--- config.mk ---
export PLATFORM = sky130hd
export DESIGN_NAME = line_bus_bridge
export DESIGN_NICKNAME = d
export VERILOG_FILES = /design/src/rtl/line_bus_bridge_pkg.sv /design/src/rtl/line_bus_bridge.sv
export SDC_FILE = /design/constraint.sdc
export NUM_CORES = 1
export LEC_CHECK = 0
export BUFFER_PORTS_ARGS = -buffer_cell sky130_fd_sc_hd__buf_2
export CAP_MARGIN = 25
export CORE_AREA = 4 4 253 255
export CTS_BUF_LIST = sky130_fd_sc_hd__clkbuf_16
export CTS_CLUSTER_DIAMETER = 30
export DETAILED_ROUTE_END_ITERATION = 7
export DIE_AREA = 0 0 257 259
export SYNTH_ARGS = -nofsm -noshare
export SYNTH_HDL_FRONTEND = slang
export SYNTH_SLANG_ARGS = --single-unit
--- constraint.sdc ---
create_clock -name CLK -period 5.85 [get_ports CLK]
set_input_delay 0.585 -clock CLK [delete_from_list [all_inputs] [get_ports CLK]]
set_output_delay 0.585 -clock CLK [all_outputs]
set_load 0.02 [all_outputs]
--- src/rtl/line_bus_bridge_pkg.sv ---
// Shared constants for the cache-line to word-bus bridge: bus widths, beat count and FSM codes.
package line_bus_bridge_pkg;

    localparam int unsigned ADDR_W     = 32;
    localparam int unsigned WORD_W     = 32;
    localparam int unsigned LINE_WORDS = 8;
    localparam int unsigned LINE_W     = WORD_W * LINE_WORDS;
    localparam int unsigned BEAT_W     = 3;

    localparam logic [1:0] BRIDGE_IDLE = 2'd0;
    localparam logic [1:0] BRIDGE_XFER = 2'd1;
    localparam logic [1:0] BRIDGE_DONE = 2'd2;

    typedef logic [BEAT_W-1:0] beat_t;

    localparam beat_t LAST_BEAT = beat_t'(LINE_WORDS - 1);

    // Word k of a line occupies bits [32k+31:32k].
    function automatic logic [WORD_W-1:0] line_word(input logic [LINE_W-1:0] line,
                                                    input beat_t             idx);
        return line[{idx, 5'b00000} +: WORD_W];
    endfunction

endpackage

--- src/rtl/line_bus_bridge.sv ---
// Splits a 256-bit cache-line read or write into eight 32-bit req/ack beats on the external bus
// and pulses line_done for one cycle when the line is complete. All outputs are registered.
module line_bus_bridge
    import line_bus_bridge_pkg::*;
(
    input  logic              CLK,
    input  logic              RST,
    input  logic              line_read,
    input  logic              line_write,
    input  logic [ADDR_W-1:0] line_addr,
    input  logic [LINE_W-1:0] line_wdata,
    output logic [LINE_W-1:0] line_rdata,
    output logic              line_done,
    output logic              bus_req,
    output logic              bus_we,
    output logic [ADDR_W-1:0] bus_addr,
    output logic [WORD_W-1:0] bus_wdata,
    input  logic [WORD_W-1:0] bus_rdata,
    input  logic              bus_ack
);

    logic [1:0]        state_q, state_d;
    beat_t             beat_q, beat_d;
    logic [LINE_W-1:0] wdata_q, wdata_d;
    logic [LINE_W-1:0] rdata_q, rdata_d;
    logic              req_q, req_d;
    logic              we_q, we_d;
    logic              done_q, done_d;
    logic [ADDR_W-1:0] addr_q, addr_d;
    logic [WORD_W-1:0] bwdata_q, bwdata_d;
    beat_t             beat_nxt;

    // The low five address bits select a byte within the line and are deliberately dropped.
    logic unused_line_offset;
    assign unused_line_offset = ^line_addr[4:0];

    assign beat_nxt = beat_q + beat_t'(1);

    always_comb begin
        state_d  = state_q;
        beat_d   = beat_q;
        wdata_d  = wdata_q;
        rdata_d  = rdata_q;
        req_d    = req_q;
        we_d     = we_q;
        done_d   = 1'b0;
        addr_d   = addr_q;
        bwdata_d = bwdata_q;

        case (state_q)
            BRIDGE_IDLE: begin
                if (line_write || line_read) begin
                    state_d  = BRIDGE_XFER;
                    beat_d   = '0;
                    req_d    = 1'b1;
                    we_d     = line_write;
                    wdata_d  = line_wdata;
                    addr_d   = {line_addr[ADDR_W-1:5], 5'b00000};
                    bwdata_d = line_write ? line_word(line_wdata, '0) : '0;
                end
            end
            BRIDGE_XFER: begin
                if (bus_ack) begin
                    if (!we_q) begin
                        rdata_d[{beat_q, 5'b00000} +: WORD_W] = bus_rdata;
                    end
                    if (beat_q == LAST_BEAT) begin
                        state_d  = BRIDGE_DONE;
                        req_d    = 1'b0;
                        we_d     = 1'b0;
                        done_d   = 1'b1;
                        addr_d   = '0;
                        bwdata_d = '0;
                    end else begin
                        // Beat index sits below the line base, so the word address never carries.
                        beat_d   = beat_nxt;
                        addr_d   = {addr_q[ADDR_W-1:5], beat_nxt, 2'b00};
                        bwdata_d = we_q ? line_word(wdata_q, beat_nxt) : '0;
                    end
                end
            end
            BRIDGE_DONE: begin
                state_d = BRIDGE_IDLE;
            end
            default: begin
                state_d = BRIDGE_IDLE;
                req_d   = 1'b0;
            end
        endcase
    end

    always_ff @(posedge CLK or negedge RST) begin
        if (!RST) begin
            state_q  <= BRIDGE_IDLE;
            beat_q   <= '0;
            wdata_q  <= '0;
            rdata_q  <= '0;
            req_q    <= 1'b0;
            we_q     <= 1'b0;
            done_q   <= 1'b0;
            addr_q   <= '0;
            bwdata_q <= '0;
        end else begin
            state_q  <= state_d;
            beat_q   <= beat_d;
            wdata_q  <= wdata_d;
            rdata_q  <= rdata_d;
            req_q    <= req_d;
            we_q     <= we_d;
            done_q   <= done_d;
            addr_q   <= addr_d;
            bwdata_q <= bwdata_d;
        end
    end

    assign line_rdata = rdata_q;
    assign line_done  = done_q;
    assign bus_req    = req_q;
    assign bus_we     = we_q;
    assign bus_addr   = addr_q;
    assign bus_wdata  = bwdata_q;

endmodule
==> results of run 1 <==
-- sequential cells by signal, summed over array words and instances, names as in the netlist --
signal,count
state_q,2
line_done,1
bus_addr,30
line_rdata,256
wdata_q,256
bus_wdata,32
bus_we,1
bus_req,1
beat_q,3
-- placed cells by master, fill, tap and decap left out, types with 31 or more instances in the layout --
cell type	count
buf_2	639
dfrtp_1	580
mux2_2	468
clkbuf_16	138
mux4_2	64
inv_1	44
nand4_1	33
nand3_1	32
o31ai_1	32
nand4b_1	32
o2111ai_1	32
clkinv_1	31
-- worst reg2reg max path, cell delays in order, from the launching register on --
cell and delay, ns:
dfrtp_1 0.42, inv_1 0.11, ha_4 0.17, ha_1 0.80, inv_1 0.19, or4_2 1.18
mux2_1 0.54
-- per-stage QoR --
stage,hold slack [ns],total power [mW]
2_1_floorplan,0.2894,11.43
3_3_place_gp,0.4597,14.00
3_5_place_dp,0.4694,14.22
4_1_cts,0.06627,21.71
5_1_grt,0.07447,22.53
6_report,0.1198,21.47
-- report_power, final --
group          leakage [nW]  total, mW  internal [mW]  switching, mW
sequential             7.25       6.83           5.86          0.971
combinational          6.62       7.27           3.31           3.95
clock                  2.26       7.37           4.98           2.39
-- per-layer routing --
| metal | vias to the layer above | share of wire [%] | GRT usage (%) |
|---|---|---|---|
| met5 | - | 0.40 | 0 |
| met4 | 48 | 3.6 | 10.30 |
| met3 | 193 | 9.8 | 11.47 |
| met2 | 657 | 49 | 39.27 |
| met1 | 8808 | 37 | 27.53 |
| li1 | 7388 | - | - |
-- repair_timing --
action	4_1_cts	5_1_grt
hold endpoints to repair	68	0
gates resized for setup	0	0
buffers inserted	0	0
hold buffers	1	0
-- cell families (layout without fill, tap and decap cells) --
family                   count (synthesis)  in the layout  share of synthesized area (%)
flip-flops                             582            582                          59.37
adder cells (fa/ha/maj)                  5              5                         0.2550
other                                    1             30                        0.01529
multiplexers                           576            576                          29.64
AND/OR/NAND/NOR                        171            171                          4.555
AO/OA/AOI/OAI                          104            104                          3.453
buffers and inverters                  151            940                          2.708
-- layout make-up --
cell class	instances	area (sq um)	share of cell area, %
clock inverter	113	1070	3.220
inverter	21	78.83	0.2373
multi-input combinational	858	9378	28.23
tap	837	1047	3.152
clock buffer	138	3453	10.39
timing repair buffer	668	3556	10.70
sequential	582	14570	43.85
antenna	28	70.07	0.2109
-- final timing paths --
check / start / end / slack [ns] / cells after the start
max in group asynchronous: RST / wdata_q[253] / 4.12 / 3
min in group asynchronous: RST / bus_addr[6] / 0.48 / 2
min reg2reg: bus_addr[4] / bus_addr[4] / 0.48 / 1
max reg2reg: beat_q[1] / line_rdata[125] / 2.32 / 6
min: line_wdata[100] / wdata_q[100] / 0.12 / 2
max: beat_q[1] / line_rdata[125] / 2.32 / 6
==> results by group, run 1 <==
Run status
  • Status: complete, no violations

Yosys
  • Syn Inst Count: 1590
  • Top cells by count, synth: 582 x dfrtp_1, 468 x mux2_2, 64 x mux4_2
  • EDFF count, synth: 0
  • Register bit total from synthesis: 582
  • Synth area leader: dfrtp_1
  • Dominant synthesized flop cell: dfrtp_1
  • Sequential element share of the synthesized area: 59.37%
  • Area contributors post-synth: dfrtp_1 59%, mux2_2 21%, mux4_2 5.9%, mux2_4 1.4%, nand4b_1 1.1%
  • Count leader, synth: dfrtp_1
  • Library cells used by synthesis: 44
  • FFs w/ async S/R, synth: 100.0%
  • Syn. warnings: 0
  • Mean Syn Cell Area: 15.43 sq um
  • Synth top area share: 59.37%
  • Mapped Area: 0.02453 sq mm

Critical path
  • Critical Path Source Type: register
  • Setup CP Type: reg2reg
  • Worst-path fanout max: 32
  • Buf/Inv on CP: 2
  • Ordered cell list for the critical path: inv_1 -> ha_4 -> ha_1 -> inv_1 -> or4_2 -> mux2_1
  • Most common cell on crit path: inv_1
  • Worst path max stage delay: 1.18 ns
  • WP data arrival: 4.09 ns
  • CP endpoint kind: register
  • Data required, critical path: 6.41 ns
  • Top delay family on crit path: simple AND/OR/NAND/NOR gates
  • Worst path slowest cell: or4_2

Clock tree
  • TritonCTS Sinks: 582
  • H-tree depth: 4
  • CTS Root Cell: clkbuf_16
  • Clock transition at the registers of the reported paths: 0.05 ns
  • Worst-skew pair later-pin latency: 0.69 ns
  • CTS tree: yes
  • Inserted Clock Buffers: 137
  • Max clock buf depth: 3

Placed design
  • DP Area: 0.02854 sq mm
  • Placed Instances: 2962
  • HPWL Detailed: 56500 um
  • Pre-CTS setup slack: 2.290 ns
  • Final GP Congestion: 0.8394
  • Port Buffers: 640

Detailed routing
  • Post-route DRC: 0
  • Via/cell ratio: 5.268
  • TritonRoute pass-1 iters: 5
  • DRT iter0 DRCs: 1151
  • Drt wl/cell: 25.09 um
  • Detail Route Antenna Nets: 0
  • Drt total wl: 81430 um
  • Vias post-DR: 17090

Finish
  • Final core occ: 53.93%
  • Final Non-Filler Cells: 3245
  • FILL cells: 5160
  • Share of cells above drive strength 1: 60.46%
  • Post-route cell area: 0.03322 sq mm
  • Post-layout net count: 2598
  • Area Growth Syn to Fin: 35.43%

Floorplanning
  • Core area: 0.06160 sq mm
  • Die Y: 259 um
  • Die ar.: 0.06656 sq mm
  • Site Rows: 91
  • Die X: 257 um
  • Initial Util: 39.82%
  • I/O pin cnt: 648

Global route
  • First-pass GRT wire length: 121400 um
  • Initial antenna violation count: 58
  • Vias in the first global route: 18470
  • GRT Util Overall: 24.19%
  • Pin count of the biggest net entering global routing: 144
  • GRT Residual Overflow: 0

STA
  • Fmax: 283.2 MHz
  • RSZ-0062 raised after global routing: false
  • Setup TNS: 0 ns
  • Min Clock Period, post-route: 3.531 ns
  • Max-slew violation count: 0
  • Final hold vios: 0
  • Clock skew: 0.02217 ns
  • Final worst-path cycle share: 60.36%
  • Worst slew pin tran: 1.039 ns
  • Final setup viols: 0
  • Min setup slack post-route: 2.319 ns
  • Max transition margin: 30.73%

Job
  • Max-Cap Viols: 0

Hold path
  • HP Class: in2reg

Power
  • Cell Pwr Density: 646.2 mW/mm^2
  • Leakage: 16.13 nW
  • Peak supply drop: 0.0003735 V
(Power assumes the default switching activity.)
==> run 2, diff against run 1 <==
- clock period: 5.85 -> 3.45 ns (I/O delays scaled with it)
==> run 2 against run 1 <==
Against the previous run:
- total power increased by 70%
- design area increased by 9.2%
- clock power increased by 63%
- die area unchanged
- via count increased by 8.0%
- critical endpoint is now line_rdata[74]
- sequential share of layout area decreased by 3.7 points
- non-clock buffer count increased by 329
- global-route usage increased by 1.3 points
- combinational power increased by 75%
==> results by group, run 2 (synthesis gave the netlist of run 1 again) <==
STA
  • Fmax: 311.5 MHz (+10%)
  • Max-slew violation count: 0 (unchanged)
  • Final hold vios: 0 (unchanged)
  • Clock skew: 0.03844 ns (+0.01627 ns)
  • Setup TNS: 0 ns (unchanged)
  • Min Clock Period, post-route: 3.210 ns (-0.3206 ns)
  • RSZ-0062 raised after global routing: false
  • Final setup viols: 0 (unchanged)
  • Max transition margin: 48.09% (+17 points)
  • Final worst-path cycle share: 93.05% (+33 points)
  • Worst slew pin tran: 0.7726 ns (-0.2664 ns)
  • Hold slack: 0.08292 ns (-0.03688 ns)

Global route
  • First-pass GRT wire length: 129400 um (+6.6%)
  • Vias in the first global route: 20370 (+10%)
  • Initial antenna violation count: 19 (-67%)
  • Pin count of the biggest net entering global routing: 102 (-29%)
  • GRT Util Overall: 25.44% (+1.3 points)
  • GRT Residual Overflow: 0 (unchanged)

Clock tree
  • Clock transition at the registers of the reported paths: 0.05 ns (about the same)
  • CTS Root Cell: clkbuf_16
  • CTS tree: yes
  • Worst-skew pair later-pin latency: 0.70 ns (about the same)
  • Post-CTS Setup Inserts: 0 (unchanged)
  • Max clock buf depth: 3 (unchanged)
  • Inserted Clock Buffers: 134 (-2.2%)
  • TritonCTS Sinks: 582 (unchanged)
  • H-tree depth: 4 (unchanged)
  • Cts repair resizes: 0 (unchanged)

Power
  • Peak supply drop: 0.0006866 V (+84%)
  • Cell Pwr Density: 1005 mW/mm^2 (+55%)
  • Leakage: 17.43 nW (+8.1%)

Floorplanning
  • Die Y: 259 um (unchanged)
  • Die X: 257 um (unchanged)
  • Initial Util: 39.82% (unchanged)
  • I/O pin cnt: 648 (unchanged)
  • Core area: 0.06160 sq mm (unchanged)
  • Die ar.: 0.06656 sq mm (unchanged)
  • Site Rows: 91 (unchanged)

Finish
  • FILL cells: 4712 (-8.7%)
  • Area Growth Syn to Fin: 47.90%
  • Post-layout net count: 2924 (+13%)
  • Most common cell after layout, fill and taps aside: buf_2
  • Commonest non-fill, non-tap cells in the layout: 639 x buf_2, 580 x dfrtp_1, 468 x mux2_2, 315 x dlygate4sd3_1, 137 x clkbuf_16
  • Share of cells above drive strength 1: 53.84% (-6.6 points)

Critical path
  • Buf/Inv on CP: 2 (unchanged)
  • Ordered cell list for the critical path: inv_1 -> ha_4 -> or3b_1 -> or4_2 -> buf_4 -> mux2_4
  • Worst path slowest cell: dfrtp_4
  • Worst-path fanout max: 32 (unchanged)
  • Data required, critical path: 4.00 ns (-2.41 ns)
  • Top delay family on crit path: simple AND/OR/NAND/NOR gates
  • CP endpoint kind: register
  • WP data arrival: 3.76 ns (-0.33 ns)
  • Critical Path Source Type: register
  • Worst path max stage delay: 0.64 ns (-0.54 ns)
  • Setup CP Type: reg2reg

Run status
  • Status: complete, no violations

Placed design
  • HPWL Detailed: 58190 um (+3.0%)
  • Final GP Congestion: 0.8279 (-1.4%)
  • Port Buffers: 640 (unchanged)

Detailed routing
  • Post-route DRC: 0 (unchanged)
  • Via/cell ratio: 5.207 (-1.2%)
  • Detail Route Antenna Nets: 0 (unchanged)
  • Drt wl/cell: 24.09 um (-4.0%)
  • Vias post-DR: 18460 (+8.0%)
  • DRT iter0 DRCs: 1173 (+1.9%)
  • TritonRoute pass-1 iters: 5 (unchanged)
  • Drt total wl: 85390 um (+4.9%)

Job
  • Max-Cap Viols: 0 (unchanged)

Hold path
  • HP Class: in2reg
-- run 2: stage by stage --
stage	worst slack (ns)	total power, mW	instances	util (%)	area, sq um
finish	0.2396	36.46	3545	58.90	36280
global placement	0.2452	23.94	2979	46.70	28770
global route	0.1267	38.15	3539	58.88	36270
CTS	0.2422	36.81	3531	58.82	36230
detailed placement	0.2350	24.33	2979	46.70	28770
floorplan	0.3254	19.39	1591	-	24530
-- run 2: timing repair --
| item | CTS | global route |
|---|---|---|
| hold endpoints to repair | 507 | 0 |
| setup endpoints to repair | 0 | 0 |
| hold buffers | 315 | 0 |
-- run 2: final cells by class --
class	instances	area, sq um	share of cell area, %
Timing Repair Buffer	997	6869	18.93
Inverter	21	78.83	0.2173
Clock buffer	137	3428	9.449
Tap cell	837	1047	2.886
Clock inverter	100	879.6	2.424
Sequential cell	582	14570	40.15
Antenna cell	13	32.53	0.08966
Multi-Input combinational cell	858	9378	25.85
-- run 2: final timing paths --
| kind | from | end | slack [ns] | cells after the start |
|---|---|---|---|---|
| min in group asynchronous | RST | bus_addr[31] | 0.19 | 2 |
| max in group asynchronous | RST | line_rdata[35] | 2.09 | 4 |
| worst max register to register | beat_q[0] | line_rdata[74] | 0.24 | 6 |
| worst min register to register | line_rdata[250] | line_rdata[250] | 0.48 | 1 |
| worst max-delay path | beat_q[0] | line_rdata[74] | 0.24 | 6 |
| worst min-delay path | bus_rdata[20] | line_rdata[84] | 0.08 | 2 |
-- run 2: worst register-to-register path, stage by stage (launching register included) --
cell     delay [ns]
dfrtp_4        0.64
inv_1          0.19
ha_4           0.46
or3b_1         0.45
or4_2          0.56
buf_4          0.35
mux2_4         0.45
-- run 2: metal layers --
| metal | vias up | GRT usage, % | share of wire [%] |
|---|---|---|---|
| li1 | 7997 | - | - |
| met2 | 757 | 43.32 | 50 |
| met5 | - | 0 | 0.077 |
| met1 | 9496 | 30.13 | 38 |
| met3 | 198 | 7.687 | 7.3 |
| met4 | 10 | 10.79 | 4.0 |
-- run 2: power by group --
part | internal, mW | switching (mW)
Combinational | 5.90 | 6.84
Clock | 8.04 | 3.95
Sequential | 9.95 | 1.77
Total | 23.9 | 12.6
==> run 3, diff against run 2 <==
- PLACE_DENSITY_LB_ADDON: unset -> 0.25
==> run 3 against run 2 <==
Against the previous run:
- sequential power is essentially flat
- register-to-register slack improved by 0.43 ns
- global-route usage is 0.71 points lower
- wire length is 2.0% lower
- setup slack improved by 0.43 ns
- utilization down 1.1 points
- first-iteration DRC count fell by 15%
- flip-flop and latch count did not move
- worst hold slack got worse by 0.036 ns
- fmax increased by 15%
- critical endpoint is now line_rdata[70]
- largest power group unchanged
==> results by group, run 3 (synthesis gave the netlist of run 1 again) <==
Global route
  • GRT Residual Overflow: 0 (unchanged)
  • Pin count of the biggest net entering global routing: 134 (+31%)
  • GRT Util Overall: 24.73% (-0.71 points)
  • Vias in the first global route: 20210 (-0.80%)
  • Initial antenna violation count: 19 (unchanged)
  • First-pass GRT wire length: 126800 um (-2.0%)

Run status
  • Status: complete, no violations

Critical path
  • Worst-path fanout max: 32 (unchanged)
  • Critical Path Source Type: register
  • Worst path slowest cell: or4_2
  • WP data arrival: 3.31 ns (-0.45 ns)
  • Worst path max stage delay: 0.55 ns (-0.09 ns)
  • CP endpoint kind: register
  • Setup CP Type: reg2reg
  • Ordered cell list for the critical path: inv_1 -> ha_4 -> ha_1 -> or3b_1 -> or4_2 -> buf_4 -> mux2_4
  • Flop-to-flop setup slack: 0.66 ns (+0.43 ns)
  • Data required, critical path: 3.97 ns (-0.03 ns)

STA
  • Setup TNS: 0 ns (unchanged)
  • Clock skew: 0.02669 ns (-0.01175 ns)
  • Final worst-path cycle share: 80.73% (-12 points)
  • Max transition margin: 32.89% (-15 points)
  • Min Clock Period, post-route: 2.785 ns (-0.4251 ns)
  • Fmax: 359.0 MHz (+15%)
  • Final setup viols: 0 (unchanged)
  • Final hold vios: 0 (unchanged)
  • Min setup slack post-route: 0.6647 ns (+0.4251 ns)
  • Worst slew pin tran: 1.007 ns (+0.2340 ns)
  • RSZ-0062 raised after global routing: false
  • Max-slew violation count: 0 (unchanged)

Clock tree
  • CTS Hold Bufs: 296 (-6.0%)
  • CTS Root Cell: clkbuf_16
  • Max clock buf depth: 3 (unchanged)
  • Clock transition at the registers of the reported paths: 0.05 ns (about the same)
  • TritonCTS Sinks: 582 (unchanged)
  • CTS tree: yes
  • Inserted Clock Buffers: 120 (-10%)
  • Cts repair resizes: 0 (unchanged)
  • Worst-skew pair later-pin latency: 0.65 ns (-0.05 ns)
  • H-tree depth: 3 (-1)
  • Post-CTS Setup Inserts: 0 (unchanged)

Detailed routing
  • Via/cell ratio: 5.233 (+0.50%)
  • Drt total wl: 83710 um (-2.0%)
  • Detail Route Antenna Nets: 0 (unchanged)
  • TritonRoute pass-1 iters: 5 (unchanged)
  • Vias post-DR: 18320 (-0.77%)
  • Drt wl/cell: 23.92 um (-0.70%)
  • DRT iter0 DRCs: 996 (-15%)
  • Post-route DRC: 0 (unchanged)

Power
  • Tot Pwr: 35.24 mW (-3.3%)
  • Leakage: 17.06 nW (-2.1%)
  • Cell Pwr Density: 990.5 mW/mm^2 (-1.4%)
  • Peak supply drop: 0.0005757 V (-16%)

Floorplanning
  • Die X: 257 um (unchanged)
  • Die ar.: 0.06656 sq mm (unchanged)
  • Site Rows: 91 (unchanged)
  • Initial Util: 39.82% (unchanged)
  • I/O pin cnt: 648 (unchanged)
  • Die Y: 259 um (unchanged)
  • Core area: 0.06160 sq mm (unchanged)

Hold path
  • HP Class: in2reg

Finish
  • Post-layout net count: 2885 (-1.3%)
  • Area Growth Syn to Fin: 45.03%
  • Share of cells above drive strength 1: 54.00% (+0.16 points)
  • FILL cells: 4742 (+0.64%)
  • Most common cell after layout, fill and taps aside: buf_2
  • Commonest non-fill, non-tap cells in the layout: 639 x buf_2, 580 x dfrtp_1, 468 x mux2_2, 296 x dlygate4sd3_1, 123 x clkbuf_16

Placed design
  • Port Buffers: 640 (unchanged)
  • Final GP Congestion: 0.8194 (-1.0%)
  • HPWL Detailed: 56740 um (-2.5%)
  • Pre-CTS setup slack: 0.6474 ns (+0.4123 ns)

Job
  • Max-Cap Viols: 0 (unchanged)
run 3: cell types whose count changed in the layout (fill, tap and decap cells not counted), sizes merged:
cell,change
clkbuf,-14
bufinv,-2
clkinv,+3
clkinvlp,+9
inv,-14
diode,-2
dlygate4sd3,-19
buf,-6
run 3: worst paths after layout:
kind / start / end / cells past startpoint
min in group asynchronous: RST / bus_addr[12] / 2
worst max register to register: beat_q[0] / line_rdata[70] / 7
worst min register to register: bus_addr[4] / bus_addr[4] / 1
max in group asynchronous: RST / wdata_q[11] / 3
worst min-delay path: bus_rdata[0] / line_rdata[96] / 3
worst max-delay path: beat_q[0] / line_rdata[70] / 7
run 3: worst max-delay path: cells and delay by family (launching register included):
family | cells | cell delay (ns)
mux | 1 | 0.39
simple gates | 2 | 0.96
buf+inv | 2 | 0.46
flops | 1 | 0.43
fa+ha+maj | 2 | 0.38
run 3: report_power, final:
part / switching (mW) / internal [mW] / total, mW
registers: 1.69 / 9.94 / 11.6
clock network: 3.67 / 7.13 / 10.8
logic: 6.93 / 5.88 / 12.8
run 3: metrics by stage:
| step | cells | utilization (%) | area (sq um) | hold slack, ns |
|---|---|---|---|---|
| 6_report | 3500 | 57.76 | 35580 | 0.04664 |
| 3_3_place_gp | 2974 | 46.62 | 28720 | 0.4287 |
| 4_1_cts | 3489 | 57.71 | 35550 | 0.002045 |
| 5_1_grt | 3493 | 57.73 | 35560 | 0.03366 |
| 2_1_floorplan | 1591 | - | 24530 | 0.04941 |
| 3_5_place_dp | 2974 | 46.62 | 28720 | 0.4313 |
run 3: cell type report:
class,instances,area (sq um),area share (%)
sequential,582,14570,40.95
multi-input combinational,858,9378,26.36
timing repair buffer,972,6609,18.58
clock buffer,123,3078,8.652
tap,837,1047,2.944
clock inverter,96,789.5,2.219
inverter,21,78.83,0.2216
antenna,11,27.53,0.07737
run 3: routing by layer:
layer  vias to the layer above  part of all wire, %  GRT usage, %  routed length (um)
met1                      9468                   38         29.01               31530
met5                         -                 0.13             0                 108
met3                       171                  7.4         6.897                6190
li1                       7936                    -             -                   -
met4                        16                  3.0         8.577                2506
met2                       724                   52         43.81               43380
